**src/rtl/fetch_add_if.sv**
```systemverilog
// Fetch-address bus between the PC/pipeline side and the next-fetch-address unit.
// Optional miss counters appear only when FETCH_ADD_MISS_CNT_EN is defined.
interface fetch_add_if #(
  parameter int AW = 32,
  parameter int CW = 16
);
  logic [AW-1:0] add_in;
  logic          hit;
  logic [AW-1:0] add_out;
  logic          stall;
`ifdef FETCH_ADD_MISS_CNT_EN
  logic [CW-1:0] miss_cnt;
  logic [CW-1:0] miss_run;
`endif

  modport master (
    output add_in,
    output hit,
    input  add_out,
    input  stall
`ifdef FETCH_ADD_MISS_CNT_EN
    ,
    input  miss_cnt,
    input  miss_run
`endif
  );

  modport slave (
    input  add_in,
    input  hit,
    output add_out,
    output stall
`ifdef FETCH_ADD_MISS_CNT_EN
    ,
    output miss_cnt,
    output miss_run
`endif
  );
endinterface

```
**src/rtl/fetch_add.sv**
```systemverilog
// Next-fetch-address unit: advances the PC by INC on an I-cache hit, replays it on a miss.
// Define FETCH_ADD_MISS_CNT_EN to add saturating total/consecutive miss counters.
module fetch_add #(
  parameter int              AW       = 32,
  parameter int unsigned     INC      = 4,
  parameter logic [AW-1:0]   RST_ADDR = {AW{1'b0}},
  parameter int              CW       = 16
) (
  input  logic         clk,
  input  logic         rst_n,
  fetch_add_if.slave   bus
);

  localparam logic [AW-1:0] INC_V = AW'(INC);

  logic [AW-1:0] add_q, add_d;
  logic          stall_q, stall_d;

  // Next address and stall flag from the current hit level
  always_comb begin
    add_d   = add_q;
    stall_d = stall_q;
    if (bus.hit) begin
      add_d   = bus.add_in + INC_V;
      stall_d = 1'b0;
    end else begin
      add_d   = bus.add_in;
      stall_d = 1'b1;
    end
  end

  // Address and stall registers with synchronous active-low reset
  always_ff @(posedge clk) begin
    if (!rst_n) begin
      add_q   <= RST_ADDR;
      stall_q <= 1'b0;
    end else begin
      add_q   <= add_d;
      stall_q <= stall_d;
    end
  end

  assign bus.add_out = add_q;
  assign bus.stall   = stall_q;

`ifdef FETCH_ADD_MISS_CNT_EN
  localparam logic [CW-1:0] CNT_MAX = {CW{1'b1}};
  localparam logic [CW-1:0] CNT_ONE = CW'(1);

  logic [CW-1:0] cnt_q, cnt_d;
  logic [CW-1:0] run_q, run_d;

  // Both counters saturate at all-ones; the run length restarts on any hit
  always_comb begin
    cnt_d = cnt_q;
    run_d = run_q;
    if (bus.hit) begin
      run_d = {CW{1'b0}};
    end else begin
      if (cnt_q != CNT_MAX) begin
        cnt_d = cnt_q + CNT_ONE;
      end else begin
        cnt_d = cnt_q;
      end
      if (run_q != CNT_MAX) begin
        run_d = run_q + CNT_ONE;
      end else begin
        run_d = run_q;
      end
    end
  end

  // Counter registers with synchronous active-low reset
  always_ff @(posedge clk) begin
    if (!rst_n) begin
      cnt_q <= {CW{1'b0}};
      run_q <= {CW{1'b0}};
    end else begin
      cnt_q <= cnt_d;
      run_q <= run_d;
    end
  end

  assign bus.miss_cnt = cnt_q;
  assign bus.miss_run = run_q;
`endif

endmodule

```
**src/flat_wrapper.sv**
```systemverilog
// flat-port wrapper written by rule: the top's interface ports become plain ports
module fetch_add_flat 
#(
  parameter int              AW       = 32,
  parameter int unsigned     INC      = 4,
  parameter logic [AW-1:0]   RST_ADDR = {AW{1'b0}},
  parameter int              CW       = 16
)
  (clk, rst_n, bus_add_in, bus_hit, bus_add_out, bus_stall);
  fetch_add_if #(.AW(AW), .CW(CW)) bus_i ();
  input  logic clk;
  input  logic rst_n;
  input wire logic [$bits(bus_i.add_in)-1:0] bus_add_in;
  input wire logic [$bits(bus_i.hit)-1:0] bus_hit;
  output wire logic [$bits(bus_i.add_out)-1:0] bus_add_out;
  output wire logic [$bits(bus_i.stall)-1:0] bus_stall;
  assign bus_i.add_in = bus_add_in;
  assign bus_i.hit = bus_hit;
  assign bus_add_out = bus_i.add_out;
  assign bus_stall = bus_i.stall;
  fetch_add #(.AW(AW), .INC(INC), .RST_ADDR(RST_ADDR), .CW(CW)) u_core (.clk(clk), .rst_n(rst_n), .bus(bus_i));
endmodule
```
**config.mk**
```make
export PLATFORM = sky130hd
export DESIGN_NAME = fetch_add_flat
export DESIGN_NICKNAME = d
export VERILOG_FILES = /design/src/rtl/fetch_add_if.sv /design/src/rtl/fetch_add.sv /design/src/flat_wrapper.sv
export SDC_FILE = /design/constraint.sdc
export NUM_CORES = 1
export LEC_CHECK = 0
export BUFFER_PORTS_ARGS = -buffer_cell sky130_fd_sc_hd__buf_4
export CAP_MARGIN = 20
export CORE_ASPECT_RATIO = 1.1
export CORE_MARGIN = 2
export CORE_UTILIZATION = 30
export DETAILED_ROUTE_END_ITERATION = 10
export HOLD_SLACK_MARGIN = 0.12
export PLACE_DENSITY = 0.57
export SKIP_LAST_GASP = 1
export SYNTH_ARGS = -nofsm -noshare
export SYNTH_HDL_FRONTEND = slang
export SYNTH_SLANG_ARGS = --single-unit
```
**constraint.sdc**
```tcl
create_clock -name clk -period 1.85 [get_ports clk]
set_clock_uncertainty 0.05 [all_clocks]
set_input_delay 0.37 -clock clk [delete_from_list [all_inputs] [get_ports clk]]
set_output_delay 0.37 -clock clk [all_outputs]
set_load 0.1 [all_outputs]
```
==> results.yml, run 1 <==
power:
  swShare_pct: 36.4
  seq_power_share_pct: 41.1
  power.switching_uw: 674
  vdd_drop_max_uv: 408
  combPwrFrac_pct: 31.0
  p_leak_uw: 0.00102
  powerDensity_mw_per_mm2: 776
  p_clk_share_pct: 27.9
  internal_power_uw: 1180
routing:
  drtIter0Drc: 97
  drcViolationCount: 0
  wl_per_cell_microns: 12.3
  first_pass_iters: 4
  via_per_inst: 4.85
  dr_total_vias: 1602
  ant_nets: 0
  drt_wl_total_mm: 4.07
worst_setup_path:
  crit_required_ns: 2.02
  crit_top_cell: "buf_4"
  crit_chain: "buf_4 -> nand4_4 -> or4_1 -> nor4_1 -> buf_4 -> mux2i_1"
  path_max_fanout: 9
  worstSetupPathType: "in -> reg"
  startpoint_type: "input port"
  endpoint_kind: "flip-flop"
  cp.arrival_ns: 1.94
  cpMaxStageDelayCell: "or4_1"
  critical-path-max-stage-delay_ns: 0.68
clock_network:
  cts_tree: "yes"
  clkTransAtPathRegs_ns: 0.07
  clock_sinks: 33
  numCtsBuffers: 5
  cts_setup_buffers: 0
  htreeDepth: 2
  cts-root-buf: "clkbuf_8"
  clk_path_buf_depth: 2
die:
  ios: 68
  rows: 26
  initial_core_util_pct: 31.7
  core_sq_mm: 0.00472
  dieArea_sq_mm: 0.00557
  die_h_microns: 78.0
  fp.dieW_microns: 71.3
placed_design:
  io_buffer_count: 67
  finalWeightedCongestion: 0.741
  placed_cells: 322
  hpwl_mm: 3.19
  place_ws_ns: -0.243
global_routing:
  first_global_vias: 1598
  grt_max_degree: 24
  overflow: 0
  grt.total_usage_pct: 15.4
  antenna_found_initial: 0
  grt_first_pass_wirelength_mm: 6.91
sta:
  rsz0062_at_grt: "no"
  setup_viol: 0
  drv_slew: 0
  fin_crit_ns: 1.77
  tightest_slew_ns: 0.368
  setup_ws_ns: 0.0792
  final.period_utilization_pct: 95.7
  max-slew-margin-rel_pct: 75.2
  fmax_ghz: 0.565
  setup_tns_ns: 0
  hold_violations: 0
layout:
  fin_cells: 330
  fillerInstances: 470
  fin_util_pct: 50.6
  antenna_cells: 0
  syn2layout_area_growth_pct: 59.7
  final_nets: 309
  multiInputGateArea_sq_um: 790
  regArea_sq_um: 661
  drive_above_1_share_pct: 41.6
hold_path:
  hold_class: "in -> reg"
synthesis:
  synthCells: 174
  synth_seq_cells: 33
  yosysWarningCount: 0
  synth.cell_area_sq_mm: 0.00150
  ys_types: 28
  syn_nets: 210
  avgSynthCellArea_sq_um: 8.59
  synth-seq-area-share_pct: 44.2
run:
  drv_cap: 0
status:
  status: "finished clean"
[worst paths after layout]
kind | endpoint | slack [ns] | startpoint | depth (start not counted)
max | u_core.bus.add_out[29] | 0.08 | bus_add_in[3] | 6
min | u_core.bus.add_out[1] | 0.24 | bus_add_in[1] | 2
[state kept, by name (all words and copies together) (netlist names)]
register,count
u_core.bus.add_out,32
u_core.bus.stall,1
[routing by layer]
metal	vias to the layer above	part of all wire (%)	GRT usage [%]
met4	0	1.5	5.85
li1	832	-	-
met1	713	42	17.4
met3	6	7.4	4.75
met5	-	0	0
met2	51	49	26.9
[worst max-delay path: cells and delay by family]
family                 cells  cell delay (ns)
AND/OR/NAND/NOR            3             1.13
buffers and inverters      2             0.28
multiplexers               1             0.16
[metrics by stage]
step / hold slack, ns / area (sq um) / power (uW)
after global placement: 0.528 / 2300 / 1350
final: 0.242 / 2390 / 1850
after CTS: 0.227 / 2380 / 1880
after floorplan: 0.447 / 1520 / 1150
after global routing: 0.254 / 2390 / 1930
after detailed placement: 0.530 / 2300 / 1350
[cell usage after synthesis]
library cell / count / area, sq um
buf_2: 2 / 10.0
and2_1: 2 / 12.5
nand4_2: 1 / 12.5
clkinv_1: 1 / 3.75
inv_1: 4 / 15.0
nand2_1: 16 / 60.1
or2_2: 2 / 12.5
o21ai_0: 6 / 30.0
nand3_1: 6 / 30.0
mux2i_1: 5 / 50.1
buf_4: 1 / 7.51
dfxtp_1: 33 / 661
nand4_1: 7 / 43.8
a21oi_1: 14 / 70.1
nor4_1: 7 / 43.8
and3_1: 1 / 6.26
or3_1: 7 / 43.8
xnor2_1: 7 / 61.3
nor2_1: 13 / 48.8
nor3_1: 1 / 5.00
and4_1: 3 / 26.3
clkbuf_1: 6 / 22.5
or4_1: 11 / 82.6
xor2_1: 4 / 35.0
o31ai_1: 8 / 60.1
ha_1: 1 / 12.5
nand2b_1: 4 / 25.0
buf_1: 1 / 3.75
[cell usage in the layout, fill, tap and decap left out, types with 2 or more instances in the layout]
master	count
a21oi_1	14
and2_1	2
and4_1	3
buf_4	102
clkbuf_8	5
clkinv_2	2
dfxtp_1	33
inv_1	4
mux2i_1	5
nand2_1	16
nand2b_1	4
nand3_1	6
nand4_1	7
nor2_1	13
nor4_1	7
o21ai_0	6
o31ai_1	8
or2_2	2
or3_1	6
or4_1	10
xnor2_1	7
xor2_1	4
[cells by family after synthesis]
logic type	Yosys count	synth area share [%]
flip-flops	33	44.2
multiplexers	5	3.35
AO/OA/AOI/OAI	28	10.7
buffers and inverters	15	4.18
AND/OR/NAND/NOR	81	30.3
adder cells (fa/ha/maj)	1	0.837
XOR/XNOR	11	6.44
[layout make-up]
| cell class | count | share of cell area [%] |
|---|---|---|
| timing repair buffer | 102 | 32.1 |
| multi-input combinational | 126 | 33.1 |
| inverter | 5 | 0.786 |
| clock buffer | 6 | 3.04 |
| clock inverter | 2 | 0.419 |
| tap | 56 | 2.94 |
| sequential | 33 | 27.7 |
[timing repair]
action | CTS | global route
resized for setup | 0 | 2
endpoints found under the setup margin | 0 | 6
hold buffers | 0 | 0
[power groups by stage]
stage / registers, uW / logic (uW) / clock network, uW
2_1_floorplan: 1070 / 77.3 / 0
3_3_place_gp: 778 / 574 / 0
3_5_place_dp: 778 / 576 / 0
4_1_cts: 762 / 577 / 545
5_1_grt: 764 / 603 / 564
6_report: 762 / 574 / 516
No activity file was read; power rests on OpenSTA's default activity.
==> inputs of run 2 (changes only) <==
--- a/config.mk
+++ b/config.mk
@@ -5,7 +5,7 @@
 export SDC_FILE = /design/constraint.sdc
 export NUM_CORES = 1
 export LEC_CHECK = 0
-export BUFFER_PORTS_ARGS = -buffer_cell sky130_fd_sc_hd__buf_4
+export BUFFER_PORTS_ARGS = -buffer_cell sky130_fd_sc_hd__buf_2
 export CAP_MARGIN = 20
 export CORE_ASPECT_RATIO = 1.1
 export CORE_MARGIN = 2
==> run 2 against run 1 <==
Against the previous run:
- via count unchanged
- design area is 4.7% lower
- cell count is 1.5% higher
- critical endpoint unchanged
==> results.yml, run 2 (synthesis results as in run 1) <==
layout:
  antenna_cells: 0
  largest_reg_flops: 32
  fin_util_pct: 48.2
  final_nets: 314
  final_common_cell: "buf_2"
  drive_above_1_share_pct: 43.0
  final_cell_mix: "67 x buf_2, 40 x buf_4, 33 x dfxtp_1"
  syn2layout_area_growth_pct: 52.2
global_routing:
  antenna_found_initial: 0
  grt_first_pass_wirelength_mm: 6.42
  overflow: 0
  first_global_vias: 1526
  grt_max_degree: 16
  grt.total_usage_pct: 14.6
die:
  ios: 68
  core_sq_mm: 0.00472
  rows: 26
  initial_core_util_pct: 31.7
  fp.dieW_microns: 71.3
  dieArea_sq_mm: 0.00557
  die_h_microns: 78.0
sta:
  setup_tns_ns: 0
  drv_slew: 0
  final.period_utilization_pct: 94.5
  hold_violations: 0
  fmax_ghz: 0.572
  max-slew-margin-rel_pct: 66.9
  rsz0062_at_grt: "no"
  tightest_slew_ns: 0.499
  setup_viol: 0
  fin_crit_ns: 1.75
routing:
  wl_per_cell_microns: 11.8
  drt_wl_total_mm: 3.94
  first_pass_iters: 4
  drcViolationCount: 0
  via_per_inst: 4.78
  ant_nets: 0
  drtIter0Drc: 48
  dr_total_vias: 1602
clock_network:
  clkTransAtPathRegs_ns: 0.07
  clock_sinks: 33
  clk_path_buf_depth: 2
  cts-root-buf: "clkbuf_8"
  numCtsBuffers: 5
  htreeDepth: 2
  cts_tree: "yes"
worst_setup_path:
  worstSetupPathType: "in -> reg"
  critical-path-top-delay-family: "simple AND/OR/NAND/NOR gates"
  crit_chain: "buf_2 -> nand4_4 -> or4_1 -> nor4_1 -> buf_4 -> mux2i_1"
  cp.arrival_ns: 1.92
  cp-startpoint: "bus_add_in[3]"
  startpoint_type: "input port"
  endpoint_kind: "flip-flop"
  cpMaxStageDelayCell: "or4_1"
  path_max_fanout: 9
  path_buf_inv: 2
  crit_required_ns: 2.02
  critical-path-max-stage-delay_ns: 0.68
hold_path:
  hold_class: "in -> reg"
  whs_endpoint: "u_core.bus.add_out[0]"
  min_from: "bus_add_in[0]"
  hold_depth: 2
status:
  status: "finished clean"
power:
  vdd_drop_max_uv: 341
  powerDensity_mw_per_mm2: 832
  p_leak_uw: 0.00101
run:
  drv_cap: 0
placed_design:
  finalWeightedCongestion: 0.762
  hpwl_mm: 3.14
  io_buffer_count: 67
-- run 2: cell type report --
cell class,count,area [sq um]
clock buffer,7,96.3
sequential,33,661
inverter,5,18.8
fill,493,2440
multi-input combinational,126,790
tap,56,70.1
timing repair buffer,107,636
clock inverter,1,5.00
-- run 2: repair_timing --
action | 4_1_cts | 5_1_grt
hold buffers | 0 | 0
setup endpoints to repair | 0 | 7
gates resized for setup | 0 | 2
setup buffers | 0 | 0
-- run 2: per-stage QoR --
stage / power [uW] / setup WS, ns / hold slack, ns / instance area, sq um / instances
after global placement: 1310 / -0.241 / 0.525 / 2170 / 327
after global routing: 1970 / 0.0277 / 0.234 / 2280 / 335
after CTS: 1910 / 0.0262 / 0.226 / 2270 / 335
after detailed placement: 1310 / -0.273 / 0.531 / 2170 / 327
after floorplan: 1150 / -0.0740 / 0.447 / 1520 / 174
final: 1890 / 0.101 / 0.233 / 2280 / 335
-- run 2: layer usage --
layer  up-vias  track usage [%]  share of wire, %
met5         -                0                 0
met3         7             3.98               7.4
li1        838                -                 -
met1       706             17.3                44
met4         0             7.17               1.6
met2        51             24.0                47
-- run 2: worst max path at each step --
stage | to | slack [ns] | cells after the start
after floorplan | u_core.bus.add_out[23] | -0.07 | 6
after global placement | u_core.bus.add_out[30] | -0.24 | 6
after detailed placement | u_core.bus.add_out[22] | -0.27 | 6
after CTS | u_core.bus.add_out[22] | 0.03 | 6
after global routing | u_core.bus.add_out[30] | 0.03 | 6
final | u_core.bus.add_out[29] | 0.10 | 6
-- run 2: power by group --
part	switching (uW)	total, uW	leakage [uW]	internal [uW]
Combinational	407	535	0.000685	128
Sequential	8.48	759	0.000275	751
Clock	262	598	0.0000542	336
